$ cat config.mk
export PLATFORM = sky130hd
export DESIGN_NAME = peripheral_bus
export DESIGN_NICKNAME = d
export VERILOG_FILES = /design/src/rtl/peripheral_bus_pkg.sv /design/src/rtl/periph_timer.sv /design/src/rtl/peripheral_bus.sv
export SDC_FILE = /design/constraint.sdc
export NUM_CORES = 1
export LEC_CHECK = 0
export CAP_MARGIN = 5
export CORE_ASPECT_RATIO = 1.25
export CORE_MARGIN = 5
export CORE_UTILIZATION = 54
export DETAILED_ROUTE_END_ITERATION = 10
export HOLD_SLACK_MARGIN = 0.08
export PLACE_DENSITY = 0.84
export SKIP_CTS_REPAIR_TIMING = 1
export SKIP_LAST_GASP = 1
export SLEW_MARGIN = 25
export SYNTH_ARGS = -nofsm -noshare
export SYNTH_HDL_FRONTEND = slang
export SYNTH_SLANG_ARGS = --single-unit
$ cat constraint.sdc
create_clock -name clk -period 2.47 [get_ports clk]
set_input_delay 0.494 -clock clk [delete_from_list [all_inputs] [get_ports clk]]
set_output_delay 0.494 -clock clk [all_outputs]
set_load 0.01 [all_outputs]
$ cat src/rtl/peripheral_bus_pkg.sv
// Shared definitions for the memory-mapped peripheral window.
// Provides the default base address and window size, register word offsets,
// TCON bit positions and the LED / seven-segment register widths.
package peripheral_bus_pkg;

    localparam logic [31:0] BASE_ADDR_DEFAULT    = 32'h4000_0000;
    localparam int unsigned WINDOW_WORDS_DEFAULT = 6;

    // Word offsets (byte offset / 4) of each register inside the window.
    typedef enum logic [2:0] {
        RegTh      = 3'd0,
        RegTl      = 3'd1,
        RegTcon    = 3'd2,
        RegLed     = 3'd3,
        RegDigi    = 3'd4,
        RegSystick = 3'd5
    } reg_word_e;

    // TCON bit indices.
    localparam int unsigned TCON_EN = 0;
    localparam int unsigned TCON_IE = 1;
    localparam int unsigned TCON_IF = 2;
    localparam int unsigned TCON_W  = 3;

    localparam int unsigned LED_W  = 8;
    localparam int unsigned DIGI_W = 12;

    // Word offset of a register widened to the decoder's offset width.
    function automatic logic [29:0] word_of(input reg_word_e r);
        return {27'd0, r};
    endfunction

endpackage

$ cat src/rtl/periph_timer.sv
// Reloading 32-bit timer owning TH, TL and TCON.
// Ports:
//   clk, reset        clock, asynchronous active-low reset
//   th_we/tl_we/tcon_we  CPU write strobes (already address-decoded)
//   wdata             CPU store data
//   th, tl, tcon      registered values for the read mux
//   irq               level interrupt, IF & IE
// TL counts up while EN=1; on the edge after TL=FFFF_FFFF it reloads from TH
// and sets IF if IE=1. CPU writes take priority over the hardware update.
module periph_timer
    import peripheral_bus_pkg::*;
(
    input  logic              clk,
    input  logic              reset,
    input  logic              th_we,
    input  logic              tl_we,
    input  logic              tcon_we,
    input  logic [31:0]       wdata,
    output logic [31:0]       th,
    output logic [31:0]       tl,
    output logic [TCON_W-1:0] tcon,
    output logic              irq
);

    logic [31:0]       th_q, th_d;
    logic [31:0]       tl_q, tl_d;
    logic [TCON_W-1:0] tcon_q, tcon_d;
    logic              en;
    logic              wrap;

    assign en   = tcon_q[TCON_EN];
    assign wrap = (tl_q == 32'hFFFF_FFFF);

    always_comb begin
        th_d = th_q;
        if (th_we) begin
            th_d = wdata;
        end
    end

    // Reload uses th_q, so a TH write in the reload cycle only affects the
    // following reload.
    always_comb begin
        tl_d = tl_q;
        if (en) begin
            tl_d = wrap ? th_q : tl_q + 32'd1;
        end
        if (tl_we) begin
            tl_d = wdata;
        end
    end

    // A CPU write replaces all three bits, including a same-cycle IF set.
    always_comb begin
        tcon_d = tcon_q;
        if (en && wrap && tcon_q[TCON_IE]) begin
            tcon_d[TCON_IF] = 1'b1;
        end
        if (tcon_we) begin
            tcon_d = wdata[TCON_W-1:0];
        end
    end

    always_ff @(posedge clk or negedge reset) begin
        if (!reset) begin
            th_q   <= '0;
            tl_q   <= '0;
            tcon_q <= '0;
        end else begin
            th_q   <= th_d;
            tl_q   <= tl_d;
            tcon_q <= tcon_d;
        end
    end

    assign th   = th_q;
    assign tl   = tl_q;
    assign tcon = tcon_q;
    assign irq  = tcon_q[TCON_IF] & tcon_q[TCON_IE];

endmodule

$ cat src/rtl/peripheral_bus.sv
// CPU-facing peripheral window: address decode, LED and seven-segment
// registers, free-running SYSTICK counter, timer instance and read mux.
// Ports:
//   clk, reset          clock, asynchronous active-low reset
//   MemRead, MemWrite   CPU load / store strobes
//   Address             CPU byte address (bits [1:0] ignored)
//   Write_data          CPU store data
//   Read_data           combinational load data (0 unless a read hit)
//   IRQ                 timer interrupt, level
//   led, digi           LED and seven-segment register contents
// Read_data depends only on registered state, never on Write_data, so a
// simultaneous read and write returns the pre-write value.
module peripheral_bus
    import peripheral_bus_pkg::*;
#(
    parameter logic [31:0] BASE_ADDR    = BASE_ADDR_DEFAULT,
    parameter int unsigned WINDOW_WORDS = WINDOW_WORDS_DEFAULT
) (
    input  logic              clk,
    input  logic              reset,
    input  logic              MemRead,
    input  logic              MemWrite,
    input  logic [31:0]       Address,
    input  logic [31:0]       Write_data,
    output logic [31:0]       Read_data,
    output logic              IRQ,
    output logic [LED_W-1:0]  led,
    output logic [DIGI_W-1:0] digi
);

    logic [29:0]       word_off;
    logic              hit;
    logic              wr_hit;
    logic              th_we, tl_we, tcon_we, led_we, digi_we;
    logic [31:0]       th, tl;
    logic [TCON_W-1:0] tcon;
    logic [LED_W-1:0]  led_q;
    logic [DIGI_W-1:0] digi_q;
    logic [31:0]       systick_q;
    logic              unused_addr_lsb;

    assign unused_addr_lsb = ^Address[1:0];

    // Addresses below the base wrap to huge offsets and miss the window.
    assign word_off = Address[31:2] - BASE_ADDR[31:2];
    assign hit      = ({2'b00, word_off} < WINDOW_WORDS);
    assign wr_hit   = MemWrite && hit;

    assign th_we   = wr_hit && (word_off == word_of(RegTh));
    assign tl_we   = wr_hit && (word_off == word_of(RegTl));
    assign tcon_we = wr_hit && (word_off == word_of(RegTcon));
    assign led_we  = wr_hit && (word_off == word_of(RegLed));
    assign digi_we = wr_hit && (word_off == word_of(RegDigi));

    periph_timer u_timer (
        .clk     (clk),
        .reset   (reset),
        .th_we   (th_we),
        .tl_we   (tl_we),
        .tcon_we (tcon_we),
        .wdata   (Write_data),
        .th      (th),
        .tl      (tl),
        .tcon    (tcon),
        .irq     (IRQ)
    );

    always_ff @(posedge clk or negedge reset) begin
        if (!reset) begin
            led_q     <= '0;
            digi_q    <= '0;
            systick_q <= '0;
        end else begin
            if (led_we) begin
                led_q <= Write_data[LED_W-1:0];
            end
            if (digi_we) begin
                digi_q <= Write_data[DIGI_W-1:0];
            end
            systick_q <= systick_q + 32'd1;
        end
    end

    always_comb begin
        Read_data = '0;
        if (MemRead && hit) begin
            case (word_off)
                word_of(RegTh):      Read_data = th;
                word_of(RegTl):      Read_data = tl;
                word_of(RegTcon):    Read_data = 32'(tcon);
                word_of(RegLed):     Read_data = 32'(led_q);
                word_of(RegDigi):    Read_data = 32'(digi_q);
                word_of(RegSystick): Read_data = systick_q;
                default:             Read_data = '0;
            endcase
        end
    end

    assign led  = led_q;
    assign digi = digi_q;

endmodule

==> out/metrics.cfg, run 1 <==
[run_status]
outcome=complete, but fails checks
violations=setup timing

[logic_synthesis]
synth_cell_types=58
synth_compound_area_share_pct=9.568
synth_fa_ha_area_share_pct=0.3659
synth_nets=751
synthCells=681
synth_top_family_by_area=simple AND/OR/NAND/NOR gates
synth_edf_count=0
synth_seq_cells=119
synth_simple_gate_area_share_pct=20.80
ys_top_cells_by_area=dfrtp_1 (44%), mux2_2 (8.9%), mux2i_1 (4.1%)
postSynthAreaPerCell_sq_um=10.04
ys_warn_count=0
synth_top_area_share_pct=43.54
ys_seq_area_share_pct=43.54
yosysTopAreaCell=dfrtp_1
synthMuxAreaShare_pct=16.61
syn_area_sq_um=6839
ys.flop_type=dfrtp_1
synth_xor_area_share_pct=5.891
async_reset_ff_share_pct=100.0

[floorplanning]
die_h_um=135.8
placementRows=46
die_area_sq_um=15030
dieWidth_um=110.7
io_pins=121
core_area_sq_um=12550
start_util_pct=54.51

[drt]
drt_iter0_markers=604
drc=0
drt_first_pass_iters=5
finalWirelength_um=21150
viasPerCell=6.199
wl_per_cell_um=20.94
ant_nets=0
vias=6261

[timing]
hold_viol=0
whs_ns=0.1042
worst_clock_skew_ns=0.01916
period_needed_ns=2.508
finalSetupViolCount=16
max_freq_mhz=398.8
tns_ns=-0.1703
drv_slew=0
tightest_slew_ns=0.6442
slew_headroom_pct=57.06
period_share_pct=101.5
setup_ws_ns=-0.03750

[placement]
place.gp.congestion=0.9209
port_buffers=118
dpl.hpwl_um=14410
dp_cells=970
pre_cts_slack_ns=-0.6812
place_area_sq_um=8488

[run]
max-cap-violations=0

[setup_path]
critPathSlowestCell=nor4b_4
r2r_cells=8
cp_num_buf_inv=4
end_kind=output port
crit_path_start_kind=primary input
crit_required_ns=1.98
cp_max_fo=5
cpPeakStageDelay_ns=0.28
critPathTopFamily=simple AND/OR/NAND/NOR gates
reg2reg_slack_ns=0.14
crit_start=Address[28]
path_cells=dlymetal6s2s_1 -> nor4b_4 -> nand4_2 -> nor3_2 -> buf_4 -> nand2_8 -> buf_6 -> nor2_1 -> buf_2
worstPathArrival_ns=2.01
path_depth=9
r2r_end=u_timer.tl[8]
crit_type=in -> out
timing.rr.start=u_timer.tl[0]
endpoint=Read_data[17]

[cells_and_area]
final_util_pct=74.87
antenna_cells=0
finalNonFillerCells=1010
nFillCells=855
syn2layout_area_growth_pct=37.36
design_area_sq_um=9394
num-nets-final=899
drive_gt1_share_pct=26.37

[clock_network]
cts_buffers=17
htreeDepth=4
cts_tree=built
cts.clk_slew.worst_paths_ns=0.06
cts_sinks=119
clock_latency_ns=0.43
cts_root_buf=clkbuf_16
clk_path_buf_depth=2

[pwr]
pwr_density_cell_nw_per_um2=517.4
p_leak_nw=4.404
total_power_mw=4.861
irDropWorstVdd_mv=0.5267

[global_routing]
grt_overflow=0
antenna_found_initial=0
track_usage_pct=27.11
grt_max_degree=49
grt_pass1_wl_um=32510
grt_pass1_vias=6346

[hold_path]
min-delay-path-class=in -> async

[sequential cells by signal, summed over array words and instances, names as in the netlist]
| signal | count |
|---|---|
| systick_q | 32 |
| u_timer.th | 32 |
| u_timer.tl | 32 |
| digi | 12 |
| led | 8 |
| u_timer.tcon | 3 |
[cell type report]
cell class                 instances  area (sq um)  area share (%)
multi-input combinational        515          3830           40.77
sequential                       119          2978           31.70
timing repair buffer             171          1737           18.49
inverter                           5         18.77          0.1998
clock buffer                      18         439.2           4.675
tap                              168         210.2           2.238
clock inverter                    14         181.4           1.931
[logic make-up after synthesis]
group | after synthesis
muxes | 93
DFF | 119
adders and majority gates | 2
and+or+nand+nor | 265
AOI/OAI and AO/OA | 109
xor gates and xnor gates | 46
buffers and inverters | 47
[cells in the final DEF, fill, tap and decap left out, types with 15 or more instances in the layout]
cell type        synthesis  layout
dfrtp_1                119     119
clkdlybuf4s50_1          0      55
mux2_2                  54      54
nor2_1                  67      48
nand2_1                 47      46
buf_4                    6      39
nand3_1                 37      36
a21oi_1                 36      36
xnor2_1                 31      31
and3_1                  30      30
dlymetal6s2s_1           0      29
mux2i_1                 28      28
o21ai_0                 27      27
clkbuf_16                0      19
buf_6                    1      16
nand4_1                 15      15
xor2_1                  15      15
nor2_4                   0      15
[layer usage]
layer / GRT usage (%) / up-vias / wire [um]
met5: 0 / - / 0
met4: 13.21 / 0 / 590
met3: 6.233 / 53 / 1323
met2: 46.86 / 316 / 11230
met1: 32.01 / 3107 / 8010
li1: - / 2785 / -
[cell usage after synthesis, types with 2 or more instances]
cell type and number:
buf_4 6, a221oi_1 3, ha_1 2, o31ai_1 4
nor4_2 4, a211oi_1 3, nand4_1 15, dfrtp_1 119
clkbuf_1 22, inv_1 5, nor4_1 4, nor3b_1 3
nor4b_2 2, o22a_1 2, a21o_1 3, buf_2 10
nor2_1 67, and3_1 30, o21ai_0 27, nand2b_1 11
a31oi_1 14, mux4_2 11, buf_1 2, xnor2_1 31
nand2_1 47, mux2i_1 28, nor3_1 11, o211ai_1 6
a21oi_1 36, xor2_1 15, nand3b_1 2, mux2_2 54
and2_1 6, nand3_1 37, and4_1 12, or3_1 5
[report_power, final]
part	internal (mW)	leakage [nW]	total (mW)	switching, mW
Combinational	0.148	2.56	0.302	0.154
Clock	1.70	0.301	2.61	0.908
Sequential	1.95	1.54	1.95	0.000000448
[worst min-delay path by stage]
stage | to | slack [ns]
2_1_floorplan | digi[0] | 0.20
3_3_place_gp | systick_q[31] | 0.46
3_5_place_dp | systick_q[31] | 0.47
4_1_cts | u_timer.th[31] | 0.11
5_1_grt | systick_q[29] | 0.15
6_report | systick_q[29] | 0.10
No activity file was read; power rests on OpenSTA's default activity.
==> inputs of run 2 (changes only) <==
- CTS_CLUSTER_SIZE: unset -> 28
==> results of run 2 <==
Same layout as run 1: the final DEF is identical, and so are final timing and power.
==> inputs of run 3 (changes only) <==
- PLACE_DENSITY: 0.84 -> 0.82
==> run 3 against run 2 <==
  * The flow still finishes with violations (setup timing)
  * Sequential share of layout area grew 0.36 points
  * Combinational power grew 4%
  * Final cell count is the same
  * Routed wire length shrank 0.95%
  * Global-route usage shrank 0.062 points
  * Highest routed layer unchanged
==> out/metrics.cfg, run 3 (synthesized netlist as in run 1, its figures left out) <==
[floorplanning]
core_area_sq_um=12550
die_area_sq_um=15030
dieWidth_um=110.7
die_h_um=135.8
placementRows=46
start_util_pct=54.51
io_pins=121

[global_routing]
track_usage_pct=27.05
grt_max_degree=60
grt_pass1_wl_um=32430
grt_pass1_vias=6393
antenna_found_initial=0
grt_overflow=0

[setup_path]
critPathTopFamily=simple AND/OR/NAND/NOR gates
endpoint=Read_data[25]
path_cells=buf_6 -> nor4_4 -> nand4_4 -> nor3_4 -> nand2_4 -> clkbuf_16 -> nor2_2 -> buf_2
crit_start=Address[5]
timing.rr.start=u_timer.tl[0]
cpPeakStageDelay_ns=0.34
worstPathArrival_ns=1.99
crit_type=in -> out
critPathSlowestCell=nor4_4
reg2reg_slack_ns=0.16
crit_path_start_kind=primary input
cp_num_buf_inv=3
path_depth=8
cp_max_fo=5
r2r_cells=8
r2r_end=u_timer.tl[8]
crit_required_ns=1.98
end_kind=output port

[timing]
worst_clock_skew_ns=0.01647
drv_slew=0
tns_ns=-0.02044
rsz0062_at_grt=yes
finalSetupViolCount=3
period_needed_ns=2.480
whs_ns=0.05996
max_freq_mhz=403.2
tightest_slew_ns=0.5467
period_share_pct=100.4
slew_headroom_pct=63.55
hold_viol=0
setup_ws_ns=-0.01032

[hold_path]
min-delay-path-class=in -> async

[run]
max-cap-violations=0

[cells_and_area]
num-nets-final=902
drive_gt1_share_pct=28.50
antenna_cells=0
syn2layout_area_growth_pct=35.82
final_common_cell=dfrtp_1
layout_common_cells=dfrtp_1 (119), clkdlybuf4s50_1 (55), mux2_2 (54)
design_area_sq_um=9289

[clock_network]
cts_tree=built
cts.clk_slew.worst_paths_ns=0.05
cts_buffers=17
clock_latency_ns=0.43
clk_path_buf_depth=2
htreeDepth=4
cts_sinks=119
cts_root_buf=clkbuf_16

[pwr]
p_sw_share_pct=21.60
clockPowerShare_pct=50.8
pwr_density_cell_nw_per_um2=495.2
seqPwrFrac_pct=42.4
total_power_mw=4.600
irDropWorstVdd_mv=0.4532
p_sw_uw=993.5
combinationalPowerShare_pct=6.8
p_leak_nw=4.296
internal_power_mw=3.607

[drt]
finalWirelength_um=20950
vias=6237
wl_per_cell_um=20.74
drt_first_pass_iters=5
drt_iter0_markers=498
viasPerCell=6.175
drc=0
ant_nets=0

[placement]
place.gp.congestion=0.8884
place_area_sq_um=8521
dpl.hpwl_um=14430
pre_cts_slack_ns=-0.6813
port_buffers=118

[run_status]
violations=setup timing
outcome=complete, but fails checks

==> run 3: changes by cell type in the layout (fill, tap and decap cells not counted), moves of 3 or more <==
| cell | previous run | this run |
|---|---|---|
| buf_2 | 11 | 22 |
| nor2_4 | 15 | 8 |
| nor2_2 | 5 | 11 |
| clkinvlp_4 | 3 | 0 |
| bufinv_16 | 4 | 0 |
| clkinv_2 | 6 | 2 |
| clkbuf_2 | 9 | 14 |
| dlymetal6s2s_1 | 29 | 16 |
| a21oi_1 | 36 | 31 |
| clkbuf_8 | 1 | 9 |
| a21oi_2 | 0 | 5 |
==> run 3: worst reg2reg max path, stage by stage (launching register included) <==
cell	delay [ns]
dfrtp_1	0.45
ha_1	0.22
and3_1	0.25
and2_1	0.28
and4_2	0.37
buf_4	0.23
nand2_1	0.07
and3_1	0.18
o21ai_0	0.19
==> run 3: metal layers <==
metal	part of all wire, %	global-route usage [%]	up-vias
met2	52	47.87	370
met1	38	31.77	3011
met4	3.7	11.50	0
met3	7.0	6.100	67
met5	0	0	-
li1	-	-	2789
==> run 3: cell type report <==
type / count / area [sq um]
clock inverter: 2 / 10.01
inverter: 5 / 18.77
multi-input combinational: 515 / 3844
fill: 859 / 3258
tap: 168 / 210.2
clock buffer: 27 / 553.0
timing repair buffer: 174 / 1675
sequential: 119 / 2978
==> run 3: worst min-delay path by stage <==
stage / slack (ns) / depth (start not counted) / end / from
2_1_floorplan: 0.20 / 0 / digi[0] / reset
3_3_place_gp: 0.47 / 1 / systick_q[31] / systick_q[31]
3_5_place_dp: 0.47 / 1 / systick_q[31] / systick_q[31]
4_1_cts: 0.06 / 1 / u_timer.tl[26] / reset
5_1_grt: 0.09 / 1 / u_timer.tl[29] / reset
6_report: 0.06 / 1 / u_timer.tl[26] / reset
==> run 3: power by group through the flow <==
stage	clock (mW)	combinational, mW	sequential (mW)
after floorplan	0	0.0815	1.99
after global placement	0	0.294	1.99
after detailed placement	0	0.301	1.99
after CTS	2.36	0.304	1.95
after global routing	2.45	0.334	1.95
final	2.34	0.313	1.95
==> run 3: metrics by stage <==
stage                     cells  utilization (%)
after floorplan             681                -
after CTS                  1000            72.40
final                      1010            74.03
after detailed placement    971            67.91
after global routing       1010            74.03
after global placement      971            67.91
